**config.mk**
```make
export PLATFORM = sky130hd
export DESIGN_NAME = pkt_merger
export DESIGN_NICKNAME = d
export VERILOG_FILES = /design/src/rtl/pkt_merger.sv
export SDC_FILE = /design/constraint.sdc
export NUM_CORES = 1
export LEC_CHECK = 0
export ABC_AREA = 1
export CAP_MARGIN = 20
export CORE_AREA = 2 2 264 266
export DETAILED_ROUTE_END_ITERATION = 10
export DIE_AREA = 0 0 266 268
export PLACE_DENSITY_LB_ADDON = 0.12
export REMOVE_ABC_BUFFERS = 1
export SLEW_MARGIN = 20
export SYNTH_ARGS = -nofsm -noshare
export SYNTH_HDL_FRONTEND = slang
export SYNTH_SLANG_ARGS = --single-unit
```
**constraint.sdc**
```tcl
create_clock -name clk -period 4.1 [get_ports clk]
set_clock_uncertainty 0.05 [all_clocks]
set_input_delay 0.82 -clock clk [delete_from_list [all_inputs] [get_ports clk]]
set_output_delay 0.82 -clock clk [all_outputs]
set_load 0.05 [all_outputs]
```
**src/rtl/pkt_merger.sv**
```systemverilog
// rtl/pkt_merger.sv - round-robin merge of NUM_CHANNELS valid/ready packet streams into one
module pkt_merger #(
  parameter int PACKET_BITS  = 72,
  parameter int NUM_CHANNELS = 8
) (
  input  logic                   clk,
  input  logic                   reset,
  input  logic [PACKET_BITS-1:0] pkt_in_data_in [NUM_CHANNELS],
  input  logic                   pkt_in_vld_in  [NUM_CHANNELS],
  output logic                   pkt_in_rdy_out [NUM_CHANNELS],
  output logic [PACKET_BITS-1:0] pkt_out_data_out,
  output logic                   pkt_out_vld_out,
  input  logic                   pkt_out_rdy_in,
  output logic [3:0]             last_grant_out
);

  logic                   full;
  logic [PACKET_BITS-1:0] data_q;
  logic [3:0]             last_grant;

  logic                   any_vld;
  logic [3:0]             grant;
  logic                   load;
  logic [PACKET_BITS-1:0] grant_data;

  // Two descending passes: the first finds the lowest valid channel at or below
  // last_grant (the wrap-around candidate), the second overrides it with the
  // lowest valid channel above last_grant, which is where the rotation resumes.
  always_comb begin
    any_vld = 1'b0;
    grant   = '0;
    for (int c = NUM_CHANNELS - 1; c >= 0; c--) begin
      if (pkt_in_vld_in[c] && (c <= int'(last_grant))) begin
        grant   = 4'(c);
        any_vld = 1'b1;
      end
    end
    for (int c = NUM_CHANNELS - 1; c >= 0; c--) begin
      if (pkt_in_vld_in[c] && (c > int'(last_grant))) begin
        grant   = 4'(c);
        any_vld = 1'b1;
      end
    end
  end

  always_comb begin
    grant_data = '0;
    for (int c = 0; c < NUM_CHANNELS; c++) begin
      if (grant == 4'(c)) begin
        grant_data = pkt_in_data_in[c];
      end
    end
  end

  // The output slot frees up in the same cycle it is drained, so a full
  // register with a ready consumer still accepts a new packet.
  assign load = any_vld && (!full || pkt_out_rdy_in) && !reset;

  always_comb begin
    for (int c = 0; c < NUM_CHANNELS; c++) begin
      pkt_in_rdy_out[c] = load && (grant == 4'(c));
    end
  end

  always_ff @(posedge clk) begin
    if (reset) begin
      full       <= 1'b0;
      data_q     <= '0;
      last_grant <= 4'(NUM_CHANNELS - 1);
    end else if (load) begin
      full       <= 1'b1;
      data_q     <= grant_data;
      last_grant <= grant;
    end else if (pkt_out_rdy_in) begin
      full       <= 1'b0;
    end
  end

  assign pkt_out_data_out = data_q;
  assign pkt_out_vld_out  = full;
  assign last_grant_out   = last_grant;

endmodule

```
Word-level counts from Yosys, hierarchy flattened
Cells that the tools add are included.
Widths: inputs -> output; s select.

word-level totals
  register bits = 77
  output and inout port bits = 85
  logic and storage cells = 93

cells by class
  magnitude comparators = 14
  equal/unequal tests = 7
  muxes and demuxes = 40
  reduce and logical (&&, ||, !) cells = 29

operator list
  kind                count
  $mux 72             8
  $mux 4              14
  $logic_and 1x1->1   24
  $mux 1              17
  $eq 4x3->1 const B  4
  $gt 3x4->1 const A  4
  $le 3x4->1 const A  4
  $eq 4x2->1 const B  2
  $gt 2x4->1 const A  2
  $le 2x4->1 const A  2
  $eq 4x1->1 const B  1
  $gt 1x4->1 const A  1
  $le 1x4->1 const A  1
  $logic_not 4->1     1
  $mux 3              1
  $logic_not 1->1     2
  $reduce_bool 2->1   1
  $logic_or 1x1->1    1

Longest topological paths before layout
  word-level depth = 26
  gate-level depth with buffers = 26
  mapped depth without buffers = 23

Worst setup path before layout
Ideal clock, no wire load.

  path type = register to output
  start point = register last_grant[2], in the netlist last_grant_out[2]
  end point = output pkt_in_rdy_out[2] in the netlist's numbering
  arrival = 3.130 ns
  required time = 3.230 ns
  setup slack = 0.100 ns
  cell stages (with the launch flop) = 20
  path through = dfxtp_1 buf_2 inv_2 nor2_2 nand3_1 nand2_1 nand2_1 nand2_1 nand2_1 nand2_1 nand2_1 nand2_1 nand2_1 nand2_1 nand2_2 nand2_2 nand2_1 buf_4 clkbuf_1 nor3_1

RTL lines
  item                      RTL line  source
  start: declaration        19        logic [3:0] last_grant;
  start signal: assignment  69        last_grant <= 4'(NUM_CHANNELS - 1);
  start signal: assignment  73        last_grant <= grant;
  end: declaration          10        output logic pkt_in_rdy_out [NUM_CHANNELS],

==> flow_summary.yaml <==
hold_path:
  hp-class: "reg2reg"
route:
  vias: 12960
  wl_per_cell_um: 18.43
  first_pass_iters: 5
  drc: 0
  drt-vias-per-instance: 3.988
  wirelength_mm: 59.92
  ant_nets: 0
  drt-initial-drc-count: 501
sta:
  fin_hold_ws_ns: 0.4149
  worst_pin_slew_ns: 1.092
  fmax_mhz: 260.0
  slew-limit-headroom_pct: 26.93
  period_share_pct: 93.81
  finalHoldViolCount: 0
  fin_crit_ns: 3.846
  maxSlewViolCount: 0
  finalSetupViolations: 0
  rsz0062_at_grt: "no"
placed_design:
  detailed_place.area_um2: 16440
  hpwl_mm: 46.39
  portBuffers: 670
  gp_routability_congestion: 0.8540
power_and_ir_drop:
  internal_power_mw: 2.899
  switching_power_mw: 3.086
  p_seq_share_pct: 16.2
  pwr-share-comb_pct: 69.3
  powerDensity_nw_per_um2: 357.5
  p_sw_share_pct: 51.56
  p_clk_share_pct: 14.5
  peakVddDrop_uv: 250.9
  power.total_mw: 5.984
  power.static_leakage_nw: 7.660
clock_network:
  cts_tree: "built"
  cts_hold_buf: 0
  max-clock-path-buffers: 2
  clk_latency_ns: 0.37
  cts_sinks: 76
  cts_root_buffer: "clkbuf_16"
  clk_pin_slew_ns: 0.06
  htreeDepth: 3
  post_cts_buffers: 0
  cts_made_buffers: 9
  post_cts_resize_count: 0
flow_run:
  drv_cap: 0
critical_path:
  arrival_ns: 2.98
  crit_required_ns: 3.23
  path_delay_family: "simple AND/OR/NAND/NOR gates"
  max_stage_delay_ns: 0.48
  slowest_stage: "clkdlybuf4s50_1"
  cp-end-kind: "output port"
  cp-start-kind: "primary input"
  path_common_cell: "nand2_1"
  path_class: "in2out"
  path_max_fanout: 5
  crit_buf_inv: 4
  crit_chain: "clkdlybuf4s50_1 > nand3_1 > nand2_1 > inv_1 > nand2_1 > nand2_1 > nand2_1 > nand2_1 > nand2_1 > nand3_1 > nand2_1 > nand4_1 > buf_4 > nor2_1 > buf_12"
die:
  die_h_um: 268
  fp.dieW_um: 266
  io_pins: 672
  initial_utilization_pct: 12.69
  core_um2: 68230
  row_count: 96
  dieArea_um2: 71290
global_routing:
  antenna_found_initial: 6
  grt_start_max_net_pins: 120
  track_usage_pct: 16.19
  grt_pass1_vias: 13180
  grt_pass1_wl_mm: 85.31
  grt-ovfl-total: 0
layout:
  area_delta_synth_final_pct: 93.37
  nets: 2948
  final_area_um2: 16740
  drive_gt1_share_pct: 3.212
  nFillCells: 7779
  register_area_um2: 1521
  multi_input_area_um2: 5525
logic_synthesis:
  yosysMostFrequentCell: "nor2_1"
  netlist_top_cells_count: "488 x nor2_1, 402 x nand2_1, 287 x inv_1"
  synth_top_area_share_pct: 21.16
  synth_seq_cells: 76
  synthTopCellsByArea: "nor2_1 21%, dfxtp_1 18%, nand2_1 17%"
  yosys_warnings: 0
  syn-cell-area_um2: 8657
  synth_top_area_cell: "nor2_1"
  async_reset_ff_share_pct: 0
  avgSynthCellArea_um2: 4.916
  synth_seq_area_share_pct: 17.57
  synthCells: 1761
  yosys.cell_types.count: 25
  synthFlopType: "dfxtp_1"
  synth_edf_count: 0
outcome:
  status: "completed"
-- cells in the final DEF, fill, tap and decap left out, drive strengths merged --
cell           count
o21ai              3
nand3            148
inv              293
and2               1
dfxtp             76
a21oi             90
conb               1
diode              3
clkdlybuf4s50    661
nor2             490
nor3               6
o31ai              1
nand4            132
clkinv             5
buf               43
clkinvlp           1
bufinv             1
nand2            404
clkbuf            10
-- layout make-up --
class	count	area share (%)
multi-input combinational	1276	33.01
sequential	76	9.089
tap	882	6.592
clock buffer	10	1.368
inverter	294	6.637
clock inverter	6	0.3887
timing repair buffer	704	42.87
antenna	3	0.04485
-- stage by stage --
stage	cells	setup WS, ns	TNS, ns	utilization (%)
finish	3251	0.2536	0	24.54
global route	3251	0.02967	0	24.54
CTS	3248	0.2380	0	24.52
detailed placement	3232	0.09031	0	24.09
global placement	3232	0.08981	0	24.09
floorplan	1646	-2.332	-86.41	-
-- cells by family after synthesis --
kind of cell | Yosys count | share of synthesized area [%]
flops | 76 | 17.57
buf+inv | 409 | 19.18
compound gates | 94 | 5.564
other cells | 1 | 0.04332
simple gates | 1181 | 57.64
-- routing by layer --
metal | wire (um) | GRT usage, %
met1 | 23960 | 18.12
met2 | 30680 | 29.98
met4 | 1342 | 4.039
met3 | 3911 | 4.618
met5 | 27 | 0
-- state kept, by name, summed over array words and instances (netlist names) --
| signal | flops |
|---|---|
| last_grant_out | 3 |
| pkt_out_vld_out | 1 |
| pkt_out_data_out | 72 |
-- power by group through the flow --
stage	registers, mW	clock network (mW)	logic, mW
global route	0.992	0.953	4.58
finish	0.972	0.867	4.15
floorplan	1.48	0	1.71
CTS	0.973	0.934	4.26
detailed placement	0.988	0	4.24
global placement	0.982	0	4.24
-- tightest hold or removal path, delay by kind of cell, from the launching register on --
kind / cells / cell delay [ns]
flip-flops: 1 / 0.31
AND/OR/NAND/NOR: 1 / 0.06
AO/OA/AOI/OAI: 1 / 0.05
-- final timing paths --
path	startpoint	cells past startpoint	end	slack, ns
setup / recovery	pkt_in_vld_in[2]	15	pkt_in_rdy_out[7]	0.25
hold / removal	pkt_out_data_out[40]	2	pkt_out_data_out[40]	0.41
setup reg to reg	last_grant_out[2]	20	pkt_out_data_out[50]	0.82
hold reg to reg	pkt_out_data_out[40]	2	pkt_out_data_out[40]	0.41
(Power assumes the default switching activity.)
